## config.mk

```make
export PLATFORM = sky130hd
export DESIGN_NAME = ibex_cx_ctrl
export DESIGN_NICKNAME = d
export VERILOG_FILES = /design/src/rtl/ibex_cx_ctrl.sv
export SDC_FILE = /design/constraint.sdc
export NUM_CORES = 1
export LEC_CHECK = 0
export ABC_AREA = 0
export CORE_AREA = 5 5 131 133
export DETAILED_ROUTE_END_ITERATION = 8
export DIE_AREA = 0 0 136 138
export GPL_TIMING_DRIVEN = 1
export PLACE_DENSITY = 0.79
export SETUP_SLACK_MARGIN = 0.3
export SLEW_MARGIN = 0
export SYNTH_ARGS = -nofsm -noshare
export SYNTH_HDL_FRONTEND = slang
export SYNTH_SLANG_ARGS = --single-unit
```

## constraint.sdc

```tcl
create_clock -name clk_i -period 3 [get_ports clk_i]
set_clock_uncertainty 0.05 [all_clocks]
set_input_delay 0.3 -clock clk_i [delete_from_list [all_inputs] [get_ports clk_i]]
set_output_delay 0.3 -clock clk_i [all_outputs]
set_load 0.02 [all_outputs]
```

## src/rtl/ibex_cx_ctrl.sv

```systemverilog
// ibex_cx_ctrl: sequences CX_REG/CX_IMM/CX_FLEX instructions to composable extension units with timeout, kill and drain handling.
module ibex_cx_ctrl #(
  parameter int NUM_CXU = 4,
  parameter int TIMEOUT = 255
) (
  input  logic               clk_i,
  input  logic               rst_i,
  input  logic               cx_valid_i,
  input  logic [1:0]         cx_kind_i,
  input  logic [9:0]         cx_funct_i,
  input  logic [31:0]        cx_op_a_i,
  input  logic [31:0]        cx_op_b_i,
  input  logic [7:0]         cx_idx_i,
  input  logic               mcx_en_i,
  input  logic               kill_i,
  output logic               cx_stall_o,
  output logic               cx_we_o,
  output logic [31:0]        cx_result_o,
  output logic               cx_illegal_o,
  output logic               cx_stat_we_o,
  output logic [31:0]        cx_stat_o,
  output logic               cxu_req_valid_o,
  output logic [NUM_CXU-1:0] cxu_sel_o,
  output logic [1:0]         cxu_req_kind_o,
  output logic [9:0]         cxu_req_funct_o,
  output logic [31:0]        cxu_req_a_o,
  output logic [31:0]        cxu_req_b_o,
  input  logic               cxu_req_ready_i,
  input  logic               cxu_resp_valid_i,
  input  logic [31:0]        cxu_resp_data_i,
  input  logic               cxu_resp_err_i
);
  typedef enum logic [2:0] {IDLE, REQ, RESP, DONE, DRAIN} state_t;
  state_t state, state_nxt;
  logic [1:0] kind;
  logic [9:0] funct;
  logic [31:0] op_a, op_b, data;
  logic [7:0] idx, cnt;
  logic err, tout, drn;
  logic bad, accept, hit;
  assign bad = !mcx_en_i || int'(cx_idx_i) >= NUM_CXU || cx_kind_i == 2'b11;
  assign accept = state == IDLE && cx_valid_i && !kill_i && !bad;
  // hit marks the TIMEOUT-th cycle spent in REQ+RESP
  assign hit = cnt + 8'd1 == 8'(TIMEOUT);
  always_comb begin
    state_nxt = state;
    case (state)
      IDLE: state_nxt = accept ? REQ : IDLE;
      REQ: begin
        if (kill_i) state_nxt = cxu_req_ready_i ? DRAIN : IDLE;
        else if (hit) state_nxt = DONE;
        else if (cxu_req_ready_i) state_nxt = RESP;
      end
      RESP: begin
        if (kill_i) state_nxt = cxu_resp_valid_i ? IDLE : DRAIN;
        else if (cxu_resp_valid_i || hit) state_nxt = DONE;
      end
      DONE: state_nxt = drn ? DRAIN : IDLE;
      DRAIN: state_nxt = cxu_resp_valid_i ? IDLE : DRAIN;
      default: state_nxt = IDLE;
    endcase
  end
  always_ff @(posedge clk_i) begin
    if (rst_i) begin
      state <= IDLE;
      kind <= '0;
      funct <= '0;
      op_a <= '0;
      op_b <= '0;
      idx <= '0;
      cnt <= '0;
      data <= '0;
      err <= 1'b0;
      tout <= 1'b0;
      drn <= 1'b0;
    end else begin
      state <= state_nxt;
      if (accept) begin
        kind <= cx_kind_i;
        funct <= cx_funct_i;
        op_a <= cx_op_a_i;
        op_b <= cx_op_b_i;
        idx <= cx_idx_i;
        cnt <= '0;
        data <= '0;
        err <= 1'b0;
        tout <= 1'b0;
        drn <= 1'b0;
      end
      if (state == REQ || state == RESP) cnt <= cnt + 8'd1;
      // a request accepted on the timeout cycle leaves a response in flight
      if (state == REQ && !kill_i && hit) begin
        tout <= 1'b1;
        drn <= cxu_req_ready_i;
      end
      if (state == RESP && !kill_i) begin
        if (cxu_resp_valid_i) begin
          data <= cxu_resp_data_i;
          err <= cxu_resp_err_i;
        end else if (hit) begin
          tout <= 1'b1;
          drn <= 1'b1;
        end
      end
    end
  end
  assign cx_illegal_o = state == IDLE && cx_valid_i && !kill_i && bad;
  assign cx_stall_o = accept || state == REQ || state == RESP;
  assign cxu_req_valid_o = state == REQ;
  assign cxu_sel_o = state == REQ ? NUM_CXU'(1) << idx : '0;
  assign cxu_req_kind_o = kind;
  assign cxu_req_funct_o = funct;
  assign cxu_req_a_o = op_a;
  assign cxu_req_b_o = op_b;
  assign cx_we_o = state == DONE && !kill_i;
  assign cx_stat_we_o = state == DONE;
  assign cx_result_o = state == DONE && !err && !tout ? data : '0;
  assign cx_stat_o = state == DONE ? {16'b0, idx, 6'b0, tout, err} : '0;
endmodule
```

==> flow_metrics.env, run 1 <==
export IMPL_status="completed"
export IMPL_slew_violations=0
export IMPL_yosysWarnings=0
export IMPL_setup_violations=0
export IMPL_wl_um=16600
export IMPL_htree_levels=4
export IMPL_insertion_delay_ns=0.41
export IMPL_synth_ff_type="dfxtp_1"
export IMPL_rows=46
export IMPL_start_util=0.343
export IMPL_min_to="cxu_req_funct_o[0]$_SDFFE_PP0P_"
export IMPL_drt_iter0_drc=194
export IMPL_wl_per_cell_um=14.3
export IMPL_yosysMostFrequentCell="nand2_1"
export IMPL_synth_compound_area_frac=0.139
export IMPL_cts_buffer_depth=2
export IMPL_period_minus_slack_ns=2.56
export IMPL_clkTransAtPathRegs_ns=0.06
export IMPL_period_share=0.853
export IMPL_synth_seq_cells=130
export IMPL_arrival_ns=2.21
export IMPL_path_cells="inv_1, nor3b_2, nor3b_4, buf_6, and2_1, clkdlybuf4s50_1"
export IMPL_grt_max_degree=116
export IMPL_hold_viol=0
export IMPL_io_buffers=250
export IMPL_grt_pass1_vias=5036
export IMPL_crit_start="state[0]$_SDFFE_PP0P_"
export IMPL_ant_nets=0
export IMPL_coreArea_um2=15700
export IMPL_vias_per_cell=4.61
export IMPL_vias=5335
export IMPL_drcViolationCount=0
export IMPL_cp_required_ns=2.65
export IMPL_path_max_fanout=16
export IMPL_netlist_instances=698
export IMPL_min_from="cx_funct_i[0]"
export IMPL_cts_root_buf="clkbuf_16"
export IMPL_place_hpwl_um=11400
export IMPL_synth_seq_area_share=0.482
export IMPL_antenna_cells=0
export IMPL_cts_tree="done"
export IMPL_startpoint_type="flop"
export IMPL_antenna_found_initial=0
export IMPL_yosysTopAreaCell="dfxtp_1"
export IMPL_timing_rr_start="cnt[0]$_SDFFE_PP0P_"
export IMPL_crit_path_top_delay_cell="clkdlybuf4s50_1"
export IMPL_cp_depth=6
export IMPL_top_level_ports=273
export IMPL_synth_distinct_cells=45
export IMPL_worstSetupPathType="reg -> out"
export IMPL_synth_top_family_by_area="simple AND/OR/NAND/NOR gates"
export IMPL_timing_rr_end="state[0]$_SDFFE_PP0P_"
export IMPL_grt_overflow_total=0
export IMPL_grt_setup_unrepaired="false"
export IMPL_syn_area_um2=5390
export IMPL_synth_fa_ha_area_frac=0.00464
export IMPL_min_path_type="in -> reg"
export IMPL_drive_gt1_frac=0.0605
export IMPL_fin_util=0.551
export IMPL_grt_util_all_layers=0.169
export IMPL_synthSimpleGateAreaFrac=0.294
export IMPL_yosysTopAreaCellShare=0.482
export IMPL_max_stage_delay_ns=0.60
export IMPL_final_nets=1055
export IMPL_yosys_top_cells_area="dfxtp_1 48%, nand2_1 14%, a21oi_1 11%"
export IMPL_die_w_um=136
export IMPL_muxShareOfSynthArea=0.00186
export IMPL_grt_pass1_wl_um=25700
export IMPL_synth_xor_area_share=0.00325
export IMPL_drt_pass1_iter_count=4
export IMPL_crit_family="buffers and inverters"
export IMPL_worst_pin_slew_ns=1.04
export IMPL_cap_violations=0
export IMPL_synth_edff_count=0
export IMPL_globalplace_congestion=0.817
export IMPL_area_delta_synth_final_pct=60.6
export IMPL_total_leakage_power_nw=3.33
export IMPL_slew_headroom=0.308
export IMPL_yosys_top_cells_count="200 x nand2_1, 130 x dfxtp_1, 122 x a21oi_1, 49 x and2_1, 37 x nand3_1"
export IMPL_power_density_nw_per_um2=480
export IMPL_cts_buffers_inserted=17
export IMPL_r2r_cells=7
export IMPL_crit_buf_inv=3
export IMPL_synthArstFlopShare=0
export IMPL_numClockSinks=130
export IMPL_die_y_um=138
export IMPL_r2r_setup_slack_ns=0.83
export IMPL_finalSetupTns_ns=0
export IMPL_endpoint_kind="output pin"
export IMPL_min_path_cells=3
export IMPL_post_synth_cell_area_avg_um2=7.73
export IMPL_timing_fmax_mhz=391
export IMPL_dieArea_um2=18800
export IMPL_peakVddDrop_v=0.000338
==> state kept, by name, indices dropped and copies added, names as in the netlist <==
register         cells
cnt                  8
cxu_req_a_o         32
cxu_req_b_o         32
cxu_req_funct_o     10
cxu_req_kind_o       2
data                32
drn                  1
err                  1
idx                  8
state                3
tout                 1
==> per-layer routing <==
layer  up-vias  global-route usage  wire length (µm)
met4         0              0.0615               306
li1       2712                   -                 -
met1      2396               0.189              6650
met5         -                   0                 0
met3        21              0.0849              1900
met2       206               0.275              7710
==> repair_timing <==
action | in CTS | in global routing
hold buffers | 0 | 0
buffers inserted | 1 | 1
pin swaps | 1 | 0
endpoints found under the setup margin | 33 | 18
cloned | 1 | 0
gates resized for setup | 21 | 17
==> how the worst max path moves through the flow <==
stage,slack (ns),endpoint
6_report,0.44,cx_result_o[17]
5_1_grt,0.32,cx_result_o[6]
4_1_cts,0.19,cx_stall_o
3_5_place_dp,0.12,cx_stall_o
3_3_place_gp,0.13,cx_stall_o
2_1_floorplan,1.07,state[0]$_SDFFE_PP0P_
==> report_power, final <==
| part | internal [mW] | switching, mW |
|---|---|---|
| clock | 1.41 | 0.784 |
| sequential | 1.73 | 0.000624 |
| combinational | 0.148 | 0.0859 |
==> worst min-delay path, cell delays in order <==
cell,delay (ns)
clkdlybuf4s50_1,0.39
nand2_1,0.06
a21oi_1,0.05
==> cell families after synthesis <==
logic type | after synthesis
xor+xnor | 2
compound gates | 144
other cells | 1
flops | 130
simple gates | 340
buf+inv | 78
fa+ha+maj | 2
mux | 1
==> cell type report <==
type / instances / area (µm²)
fillers: 1459 / 7050
repair buffers: 263 / 2650
flip-flops and latches: 130 / 2610
multi-input cells: 511 / 2490
clock buffers: 18 / 439
well taps: 216 / 270
clock inverters: 14 / 188
inverters: 6 / 22.5
==> placed cells by master (no fill, tap or decap), types with 2 or more instances in the layout <==
cell type	instances
a21o_1	3
a21oi_1	122
a31oi_1	3
and2_1	49
buf_12	2
buf_4	10
buf_6	2
bufinv_16	4
clkbuf_16	17
clkdlybuf4s50_1	218
clkinv_2	5
clkinv_4	4
conb_1	22
dfxtp_1	128
dfxtp_2	2
dlygate4sd2_1	16
dlymetal6s2s_1	15
ha_1	2
inv_1	6
nand2_1	200
nand2b_1	3
nand3_1	37
nand3b_1	2
nor2_1	17
nor2_4	2
nor2b_1	6
nor3_1	6
nor4_1	2
o21a_1	2
o21ai_0	8
o21ai_1	2
or3_1	2
or4_1	2
xor2_1	2
==> per-stage QoR <==
step                setup WS (ns)  std cells  cell area (µm²)  total power [mW]  hold WS (ns)
detailed placement          0.118       1123             7980              2.00         0.396
floorplan                    1.07        719             5470              1.84         0.386
finish                      0.441       1158             8660              4.15         0.377
global route                0.322       1158             8660              4.28         0.360
CTS                         0.195       1157             8620              4.20         0.361
global placement            0.135       1123             7980              2.00         0.390
Power figures use the tool's default switching activity.
==> run 2: changes to the inputs <==
PLACE_DENSITY = 0.82   (was 0.79)
==> flow_metrics.env, run 2 (synthesized netlist as in run 1, its figures left out) <==
export IMPL_insertion_delay_ns=0.40
export IMPL_top_level_ports=273
export IMPL_drive_gt1_frac=0.0616
export IMPL_io_buffers=250
export IMPL_cts_tree="done"
export IMPL_grt_util_all_layers=0.171
export IMPL_cts_root_buf="clkbuf_16"
export IMPL_area_delta_synth_final_pct=61.7
export IMPL_antenna_found_initial=0
export IMPL_ant_nets=0
export IMPL_n_fill_cell=1401
export IMPL_grt_max_degree=63
export IMPL_wl_um=17000
export IMPL_path_max_fanout=2
export IMPL_dieArea_um2=18800
export IMPL_grt_overflow_total=0
export IMPL_min_path_type="in -> reg"
export IMPL_numClockSinks=130
export IMPL_status="completed"
export IMPL_layout_setup_ws_ns=0.485
export IMPL_dpl_instance_area_um2=7990
export IMPL_ctsHoldBuffers=0
export IMPL_vias_per_cell=4.57
export IMPL_power_density_nw_per_um2=480
export IMPL_die_y_um=138
export IMPL_layout_commonest_cell="clkdlybuf4s50_1"
export IMPL_final_nets=1056
export IMPL_drcViolationCount=0
export IMPL_rows=46
export IMPL_worst_pin_slew_ns=0.601
export IMPL_period_minus_slack_ns=2.51
export IMPL_wl_per_cell_um=14.7
export IMPL_slew_headroom=0.599
export IMPL_grt_pass1_vias=5095
export IMPL_cts_buffers_inserted=17
export IMPL_endpoint_kind="output pin"
export IMPL_finalPower_mw=4.19
export IMPL_setup_violations=0
export IMPL_period_share=0.838
export IMPL_antenna_cells=0
export IMPL_start_util=0.343
export IMPL_timing_fmax_mhz=398
export IMPL_grt_pass1_wl_um=26000
export IMPL_clkTransAtPathRegs_ns=0.05
export IMPL_drt_pass1_iter_count=6
export IMPL_layout_common_cells="216 x clkdlybuf4s50_1, 200 x nand2_1, 128 x dfxtp_1, 122 x a21oi_1, 49 x and2_1"
export IMPL_cap_violations=0
export IMPL_slew_violations=0
export IMPL_vias=5292
export IMPL_coreArea_um2=15700
export IMPL_cts_buffer_depth=2
export IMPL_arrival_ns=2.16
export IMPL_finalSetupTns_ns=0
export IMPL_drt_iter0_drc=171
export IMPL_peakVddDrop_v=0.000324
export IMPL_place_hpwl_um=12000
export IMPL_cp_required_ns=2.65
export IMPL_design_area_um2=8720
export IMPL_total_leakage_power_nw=3.48
export IMPL_worstSetupPathType="in -> out"
export IMPL_grt_setup_unrepaired="false"
export IMPL_hold_viol=0
export IMPL_die_w_um=136
export IMPL_startpoint_type="input port"
export IMPL_globalplace_congestion=0.796
export IMPL_dp_slack_ns=-0.0122
export IMPL_htree_levels=4
==> run 2: what timing repair did <==
item,in CTS,in global routing
gates cloned,0,1
buffers inserted,1,0
resized for setup,10,35
pin swaps,1,0
setup endpoints to repair,33,70
==> run 2: worst max-delay path: stages <==
cell             delay (ns)
clkdlybuf4s50_1        0.48
nor4b_1                0.31
nand3_1                0.19
buf_4                  0.19
nor2b_1                0.12
clkdlybuf4s50_1        0.56
==> run 2: metrics by stage <==
stage                     cells   util  hold slack (ns)
after CTS                  1157  0.550            0.247
after detailed placement   1125  0.509            0.396
final                      1158  0.555            0.257
after global placement     1125  0.509            0.391
after global routing       1158  0.555            0.264
after floorplan             719      -            0.386
==> run 2: per-layer routing <==
metal,up-vias,GRT usage,share of wire
li1,2710,-,-
met1,2371,0.199,0.41
met2,201,0.277,0.46
met3,10,0.0842,0.11
met4,0,0.0515,0.010
met5,-,0,0
==> run 2: layout make-up <==
type                            count  area (µm²)  share of cell area
Clock buffer                       22         484              0.0555
Clock inverter                      9         153              0.0175
Inverter                            6        22.5             0.00258
Multi-Input combinational cell    511        2500               0.286
Sequential cell                   130        2610               0.299
Tap cell                          216         270              0.0310
Timing Repair Buffer              264        2690               0.308
==> run 2: final timing paths <==
kind                                                    from                           end  slack, ns  cells after the start
worst min register to register  cxu_req_a_o[14]$_SDFFE_PP0P_  cxu_req_a_o[14]$_SDFFE_PP0P_       0.40                      2
worst min-delay path                                   rst_i            data[6]$_SDFF_PP0_       0.26                      2
worst max-delay path                             cx_idx_i[7]                  cx_illegal_o       0.49                      6
worst max register to register         state[2]$_SDFFE_PP0P_                drn$_SDFF_PP0_       0.62                      8
==> run 2: report_power, final <==
group | switching [mW] | total (mW) | leakage [nW] | internal, mW
logic | 0.0895 | 0.240 | 2.12 | 0.150
registers | 0.000633 | 1.73 | 1.05 | 1.73
clock network | 0.746 | 2.22 | 0.304 | 1.47
==> run 3: changes to the inputs <==
clock period = 2.38 ns   (was 3 ns; I/O delays follow)
==> flow_metrics.env, run 3 (synthesized netlist as in run 1, its figures left out) <==
export IMPL_arrival_ns=1.85
export IMPL_min_path_type="in -> reg"
export IMPL_crit_start="cx_idx_i[7]"
export IMPL_dieArea_um2=18800
export IMPL_insertion_delay_ns=0.40
export IMPL_multi_input_area_um2=2580
export IMPL_cts_buffer_depth=2
export IMPL_layout_common_cells="200 x nand2_1, 197 x clkdlybuf4s50_1, 125 x dfxtp_1, 122 x a21oi_1, 40 x and2_1"
export IMPL_drt_iter0_drc=227
export IMPL_grt_overflow_total=0
export IMPL_clkPwrFrac=0.514
export IMPL_die_y_um=138
export IMPL_p_sw_mw=1.06
export IMPL_finalNonFillerCells=1169
export IMPL_cts_buffers_inserted=17
export IMPL_drive_gt1_frac=0.145
export IMPL_ff_latch_area_um2=2610
export IMPL_top_level_ports=273
export IMPL_cts_tree="done"
export IMPL_endpoint_kind="output pin"
export IMPL_vias_per_cell=4.68
export IMPL_grt_pass1_vias=5149
export IMPL_timing_rr_start="state[0]$_SDFFE_PP0P_"
export IMPL_dp_cells=1132
export IMPL_die_w_um=136
export IMPL_period_share=0.896
export IMPL_ant_nets=0
export IMPL_power_density_nw_per_um2=580
export IMPL_n_fill_cell=1413
export IMPL_startpoint_type="input port"
export IMPL_grt_pass1_wl_um=25800
export IMPL_start_util=0.343
export IMPL_io_buffers=250
export IMPL_area_delta_synth_final_pct=63.5
export IMPL_antenna_cells=0
export IMPL_worst_pin_slew_ns=0.726
export IMPL_grt_setup_unrepaired="true"
export IMPL_grt_util_all_layers=0.170
export IMPL_worstSetupPathType="in -> out"
export IMPL_fin_util=0.561
export IMPL_seqPwrFrac=0.426
export IMPL_min_from="cx_op_a_i[17]"
export IMPL_grt_max_degree=69
export IMPL_timing_fmax_mhz=469
export IMPL_htree_levels=4
export IMPL_numClockSinks=130
export IMPL_cp_required_ns=2.09
export IMPL_hold_viol=0
export IMPL_wl_per_cell_um=14.8
export IMPL_layout_commonest_cell="nand2_1"
export IMPL_total_leakage_power_nw=3.18
export IMPL_period_minus_slack_ns=2.13
export IMPL_ctsHoldBuffers=0
export IMPL_final_nets=1067
export IMPL_peakVddDrop_v=0.000389
export IMPL_vias=5473
export IMPL_status="completed"
export IMPL_wl_um=17200
export IMPL_path_max_fanout=3
export IMPL_antenna_found_initial=0
export IMPL_drcViolationCount=0
export IMPL_p_comb_frac=0.060
export IMPL_setup_violations=0
export IMPL_place_hpwl_um=11600
export IMPL_slew_violations=0
export IMPL_coreArea_um2=15700
export IMPL_slew_headroom=0.516
export IMPL_drt_pass1_iter_count=4
export IMPL_p_int_mw=4.06
export IMPL_globalplace_congestion=0.801
export IMPL_netSwitchingFraction=0.206
export IMPL_rows=46
export IMPL_clkTransAtPathRegs_ns=0.06
export IMPL_cap_violations=0
export IMPL_cts_root_buf="clkbuf_16"
[run 3: changes by cell type in the layout (fill, tap and decap cells not counted), sizes merged]
cell / previous run / this run
buf: 15 / 62
clkinvlp: 3 / 2
clkdlybuf4s15: 0 / 1
clkinv: 2 / 5
dlygate4sd2: 7 / 2
clkdlybuf4s50: 216 / 197
clkbuf: 23 / 33
bufinv: 4 / 3
dlymetal6s2s: 25 / 1
[run 3: worst max-delay path, stage by stage]
cell             delay (ns)
clkdlybuf4s50_1        0.45
nor4b_4                0.32
nand3_2                0.17
or2_4                  0.28
and2_1                 0.17
inv_1                  0.07
buf_4                  0.14
[run 3: per-layer routing]
layer / vias up / GRT usage / wire length (µm)
met4: 0 / 0.0525 / 128
met3: 10 / 0.0856 / 1910
met2: 195 / 0.293 / 8500
met1: 2538 / 0.179 / 6710
li1: 2730 / - / -
met5: - / 0 / 0
[run 3: path summary, 6_finish.rpt]
| kind | slack [ns] | to | depth (start not counted) |
|---|---|---|---|
| worst max register to register | 0.40 | idx[3]$_SDFFE_PP0P_ | 8 |
| worst min-delay path | 0.32 | cxu_req_a_o[17]$_SDFFE_PP0P_ | 3 |
| worst max-delay path | 0.25 | cx_stall_o | 7 |
| worst min register to register | 0.40 | cxu_req_a_o[12]$_SDFFE_PP0P_ | 2 |
[run 3: power by group through the flow]
stage / sequential [mW] / clock, mW / combinational (mW)
2_1_floorplan: 2.23 / 0 / 0.0977
3_3_place_gp: 2.23 / 0 / 0.299
3_5_place_dp: 2.23 / 0 / 0.299
4_1_cts: 2.18 / 2.70 / 0.306
5_1_grt: 2.18 / 2.79 / 0.325
6_report: 2.18 / 2.63 / 0.308
[run 3: cell type report]
type | instances | area share
sequential | 130 | 0.296
clock buffer | 21 | 0.0522
inverter | 6 | 0.00255
multi-input combinational | 511 | 0.293
timing repair buffer | 275 | 0.311
tap | 216 | 0.0306
clock inverter | 10 | 0.0152
[run 3: what timing repair did]
action / CTS / global route
setup buffers: 2 / 2
endpoints found under the setup margin: 120 / 121
hold endpoints to repair: 0 / 0
gates cloned: 1 / 1
resized for setup: 147 / 144
pin swaps: 0 / 5
[run 3: through the flow]
step / hold slack [ns] / power [mW] / TNS, ns / worst slack (ns) / instance area (µm²)
6_report: 0.320 / 5.12 / 0 / 0.247 / 8820
5_1_grt: 0.298 / 5.29 / 0 / 0.156 / 8820
4_1_cts: 0.300 / 5.18 / 0 / 0.0725 / 8790
3_5_place_dp: 0.396 / 2.53 / -37.66 / -0.539 / 8070
3_3_place_gp: 0.390 / 2.53 / -35.01 / -0.504 / 8070
2_1_floorplan: 0.324 / 2.33 / 0 / 0.448 / 5470
==> RTL change 1 (flow settings as in run 3) <==
`TIMEOUT`: 255 -> 127.
--- a/src/rtl/ibex_cx_ctrl.sv
+++ b/src/rtl/ibex_cx_ctrl.sv
@@ -1,7 +1,7 @@
 // ibex_cx_ctrl: sequences CX_REG/CX_IMM/CX_FLEX instructions to composable extension units with timeout, kill and drain handling.
 module ibex_cx_ctrl #(
   parameter int NUM_CXU = 4,
-  parameter int TIMEOUT = 255
+  parameter int TIMEOUT = 127
 ) (
   input  logic               clk_i,
   input  logic               rst_i,
Formal check against the unedited RTL: no difference found for any inputs over 4 cycles, from zero or initial values and one cycle with rst_i high; that may be too few to reach the edited logic, so the function may still have changed.
==> RTL change 1 against run 3 <==
Combinational power up 4%; power increased by 1.2%; synthesized cell count down 1.3%; sequential cell count stayed put; wire length is 2.3% higher; cell area increased by 1.2%; worst setup slack better by 0.084 ns; synthesized area hardly changed; maximum frequency rose by 4.1%; first-iteration DRC count is 24% lower; critical path type unchanged; critical endpoint is now cx_illegal_o; largest cell class unchanged; largest power group unchanged.
==> RTL change 1: results (changes against run 3) <==
[metrics] maximum number of pins on one net before global-route repair: 61 (was 69)
[metrics] leakage dissipation: 3.25 nW (was 3.18 nW)
[metrics] result of the run: complete, no violations (unchanged)
[metrics] met1 Usage GRT: 0.195 (was 0.179)
[metrics] cell family with most CP delay: buffers and inverters (was simple AND/OR/NAND/NOR gates)
[metrics] vias in the first global route: 5219 (was 5149)
[metrics] transition at the pin with the smallest max-transition slack: 0.655 ns (was 0.726 ns)
[metrics] wire length of the first global-routing pass: 26500 um (was 25800 um)
[metrics] Cell Area, Placed: 0.00806 sq mm (was 0.00807 sq mm)
[metrics] synthesized instance count: 689 (was 698)
[metrics] average vias per placed instance: 4.76 (was 4.68)
[metrics] adder and majority cell fraction of the synthesized area: 0.00464 (about the same)
[metrics] metal2 WL: 8520 um (was 8500 um)
[metrics] detailed route wirelength on metal3: 1960 um (was 1910 um)
[metrics] share of the synthesized netlist area taken by xor and xnor gates: 0 (was 0.00325)
[metrics] maximum fanout count along the critical path: 2 (was 3)
[metrics] share of the yosys chip area belonging to registers: 0.483 (was 0.482)
[metrics] final standard cell count with taps included and fillers excluded: 1168 (was 1169)
[metrics] post-layout net count: 1065 (was 1067)
[metrics] share of the synthesized area in compound gates (AO/OA/AOI/OAI): 0.147 (was 0.139)
[metrics] timing startpoint of the critical path: cx_idx_i[5] (was cx_idx_i[7])
[metrics] R2R Path Start: state[2]$_SDFFE_PP0P_ (was state[0]$_SDFFE_PP0P_)
[metrics] total routed wirelength: 17600 um (was 17200 um)
[metrics] HPWL after DPL: 11900 um (was 11600 um)
[metrics] pre-CTS setup slack: 0.0471 ns (was -0.539 ns)
[metrics] met3 layer usage reported by global route: 0.0893 (was 0.0856)
[metrics] library cells used by synthesis: 47 (was 45)
[metrics] post-synthesis mux area share: 0.00209 (was 0.00186)
[metrics] routed metal-1 wirelength: 6940 um (was 6710 um)
[metrics] VDD IR max: 0.430 mV (was 0.389 mV)
[metrics] data arrival time of the critical path: 1.76 ns (was 1.85 ns)
[metrics] drt first-iter violations: 173 (was 227)
RTL change 1: layout make-up:
| type | instances | area, sq um |
|---|---|---|
| Fill cell | 1402 | 6790 |
| Timing Repair Buffer | 281 | 2880 |
| Sequential cell | 130 | 2610 |
| Multi-Input combinational cell | 503 | 2530 |
| Clock buffer | 18 | 429 |
| Tap cell | 216 | 270 |
| Clock inverter | 14 | 179 |
| Inverter | 6 | 22.5 |
RTL change 1: power by group:
| part | leakage (nW) | switching, mW | internal (mW) |
|---|---|---|---|
| sequential | 1.05 | 0.000780 | 2.18 |
| clock | 0.288 | 1.02 | 1.66 |
| combinational | 1.91 | 0.119 | 0.199 |
RTL change 1: worst min-delay path by stage:
stage	slack, ns	cells after the start	start	end
after CTS	0.29	2	rst_i	cxu_req_b_o[27]$_SDFFE_PP0P_
after floorplan	0.32	2	cxu_resp_data_i[0]	data[0]$_SDFF_PP0_
after global placement	0.39	2	cxu_req_funct_o[1]$_SDFFE_PP0P_	cxu_req_funct_o[1]$_SDFFE_PP0P_
after detailed placement	0.39	2	cxu_req_b_o[27]$_SDFFE_PP0P_	cxu_req_b_o[27]$_SDFFE_PP0P_
after global routing	0.30	3	cx_op_a_i[5]	cxu_req_a_o[5]$_SDFFE_PP0P_
final	0.30	2	rst_i	cxu_req_a_o[8]$_SDFFE_PP0P_
RTL change 1: worst reg2reg max path, stage by stage (launching register included):
cell,delay [ns]
dfxtp_2,0.32
buf_6,0.13
or3b_4,0.39
buf_6,0.14
nor3b_4,0.23
buf_4,0.18
buf_6,0.24
nand2_1,0.10
a21oi_1,0.13
RTL change 1: what timing repair did:
action / 4_1_cts / 5_1_grt
pin swaps: 2 / 9
resized for setup: 159 / 95
gates cloned: 1 / 3
endpoints found under the setup margin: 52 / 77
hold buffers: 0 / 0
buffers inserted: 4 / 3
==> RTL change 2 (flow settings as in run 3) <==
Without the edit above. Encoding of `state_t`: now one-hot (5 bits for 5 states).
--- a/src/rtl/ibex_cx_ctrl.sv
+++ b/src/rtl/ibex_cx_ctrl.sv
@@ -30,7 +30,7 @@
   input  logic [31:0]        cxu_resp_data_i,
   input  logic               cxu_resp_err_i
 );
-  typedef enum logic [2:0] {IDLE, REQ, RESP, DONE, DRAIN} state_t;
+  typedef enum logic [4:0] {IDLE = 5'b00001, REQ = 5'b00010, RESP = 5'b00100, DONE = 5'b01000, DRAIN = 5'b10000} state_t;
   state_t state, state_nxt;
   logic [1:0] kind;
   logic [9:0] funct;
Function: same outputs for any inputs over 4 cycles, from zero or initial values and one cycle with rst_i high; so few cycles prove little.
==> RTL change 2 against run 3 <==
Wire length rose by 6.2%; worst setup slack got worse by 0.025 ns; sequential share of layout area fell by 0.16 points; die area did not move; cell area rose by 2.4%; power fell by 4.9%; sequential cell count rose by 2; synthesized area rose by 3.4%; first-iteration DRC count rose by 7.5%; critical endpoint is now cx_result_o[29]; critical path type is now register to output pin; synthesized cell count rose by 2.7%.
==> RTL change 2: results (changes against run 3) <==
[metrics] VDD IR max: 0.446 mV (was 0.389 mV)
[metrics] share of the yosys chip area belonging to registers: 0.474 (was 0.482)
[metrics] cell family with most CP delay: buffers and inverters (was simple AND/OR/NAND/NOR gates)
[metrics] number of antenna violations at the first check in global routing: 0 (unchanged)
[metrics] register clock-pin slew on the reported worst setup and hold paths: 0.06 ns (about the same)
[metrics] number of CTS-inserted buffers: 17 (unchanged)
[metrics] wire length of the first global-routing pass: 28200 um (was 25800 um)
[metrics] result of the run: complete, no violations (unchanged)
[metrics] routed metal-1 wirelength: 6950 um (was 6710 um)
[metrics] count of fill cells added during filler insertion: 1411 (was 1413)
[metrics] Critical-path top delay cell: dfxtp_4 (was clkdlybuf4s50_1)
[metrics] metal2 WL: 9140 um (was 8500 um)
[metrics] vias in the first global route: 5492 (was 5149)
[metrics] library cells used by synthesis: 52 (was 45)
[metrics] average vias per placed instance: 4.70 (was 4.68)
[metrics] FFs w/ async S/R, synth: 0 (unchanged)
[metrics] top metal layer carrying routed signals: met4 (unchanged)
[metrics] weighted congestion reported at the end of routability-driven placement: 0.784 (was 0.801)
[metrics] leakage dissipation: 3.26 nW (was 3.18 nW)
[metrics] HPWL after DPL: 12700 um (was 11600 um)
[metrics] share of post-route cells with drive strength above 1: 0.159 (was 0.145)
[metrics] Cell Area, Placed: 0.00829 sq mm (was 0.00807 sq mm)
[metrics] root buffer cell: clkbuf_16 (unchanged)
[metrics] transition at the pin with the smallest max-transition slack: 0.698 ns (was 0.726 ns)
[metrics] path category of the worst min-delay check: input port to register (unchanged)
[metrics] count of input and output buffers: 250 (unchanged)
[metrics] drt first-iter violations: 244 (was 227)
[metrics] maximum number of pins on one net before global-route repair: 68 (was 69)
[metrics] number of inserted diodes: 0 (unchanged)
[metrics] pre-CTS setup slack: 0.0563 ns (was -0.539 ns)
[metrics] global router's overall resource usage: 0.187 (was 0.170)
[metrics] post-layout net count: 1096 (was 1067)
[metrics] detailed route wirelength on metal3: 1970 um (was 1910 um)
[metrics] insertion delay to the later sink of the worst-skew pair: 0.40 ns (about the same)
[metrics] maximum fanout count along the critical path: 8 (was 3)
[metrics] Longest Clk Path Bufs: 2 (unchanged)
[metrics] Worst path max stage delay: 0.36 ns (was 0.45 ns)
[metrics] list of most frequent post-synthesis cells: nand2_1 (201), dfxtp_1 (132), a21oi_1 (117), and2_1 (47), nand3_1 (42) (was nand2_1 (200), dfxtp_1 (130), a21oi_1 (122), and2_1 (49), nand3_1 (37))
[metrics] main flop type after synthesis: dfxtp_1 (unchanged)
[metrics] most area-consuming cells after synthesis: dfxtp_1 (47%), nand2_1 (14%), a21oi_1 (10%), and2_1 (5.3%), nand3_1 (3.8%) (was dfxtp_1 (48%), nand2_1 (14%), a21oi_1 (11%), and2_1 (5.7%), nand3_1 (3.4%))
[metrics] synthesis warning total: 0 (unchanged)
[metrics] number of search-and-repair iterations in the first detailed-routing pass: 4 (unchanged)
[metrics] Avg WL per Cell: 15.3 um (was 14.8 um)
[metrics] CTS H-tree depth: 4 (unchanged)
[RTL change 2: timing repair]
action                     CTS  global route
setup endpoints to repair   51            49
resized for setup          236            36
gates cloned                 2             0
setup buffers                8             4
pin swaps                    6             8
[RTL change 2: kinds of logic after synthesis]
kind of cell / share of synthesized area
other cells: 0.000672
compound gates: 0.144
fa+ha+maj: 0.00449
mux: 0.00202
xor+xnor: 0.00314
simple gates: 0.292
flops: 0.474
buf+inv: 0.0808
[RTL change 2: worst register-to-register path, stage by stage, from the launching register on]
cell and delay (ns):
dfxtp_1 0.52, ha_2 0.33, nand3_1 0.15, xor2_1 0.18
a211oi_2 0.28, and2_1 0.24, o22ai_1 0.10
[RTL change 2: metrics by stage]
stage | hold WS, ns | utilization | instances | power (mW)
floorplan | 0.324 | - | 738 | 2.37
global placement | 0.391 | 0.528 | 1153 | 2.57
detailed placement | 0.396 | 0.528 | 1153 | 2.57
CTS | 0.303 | 0.572 | 1195 | 4.92
global route | 0.316 | 0.575 | 1199 | 5.04
finish | 0.307 | 0.575 | 1199 | 4.86
[RTL change 2: layer usage]
metal / global-route usage / vias up
met5: 0 / -
met2: 0.329 / 207
met4: 0.0536 / 0
li1: - / 2837
met3: 0.0787 / 19
met1: 0.205 / 2571
[RTL change 2: layout make-up]
| cell class | count | area share |
|---|---|---|
| multi-input cells | 525 | 0.297 |
| inverters | 9 | 0.00374 |
| flip-flops and latches | 132 | 0.295 |
| clock buffers | 19 | 0.0502 |
| repair buffers | 285 | 0.315 |
| clock inverters | 13 | 0.00956 |
| well taps | 216 | 0.0299 |
[RTL change 2: path summary, 6_finish.rpt]
check                                   start                           to  cells after the start  slack, ns
setup reg to reg          cnt[0]$_SDFFE_PP0P_        state[1]$_SDFFE_PP0P_                      6       0.38
setup / recovery        state[4]$_SDFFE_PP0P_              cx_result_o[29]                      9       0.22
hold reg to reg   cxu_req_b_o[5]$_SDFFE_PP0P_  cxu_req_b_o[5]$_SDFFE_PP0P_                      2       0.40
hold / removal                          rst_i          cnt[1]$_SDFFE_PP0P_                      2       0.31
[RTL change 2: power breakdown]
part           switching (mW)  internal (mW)  total (mW)
Sequential           0.000703           2.21        2.21
Combinational           0.117          0.192       0.309
Clock                   0.971           1.38        2.35
Total                    1.09           3.78        4.86
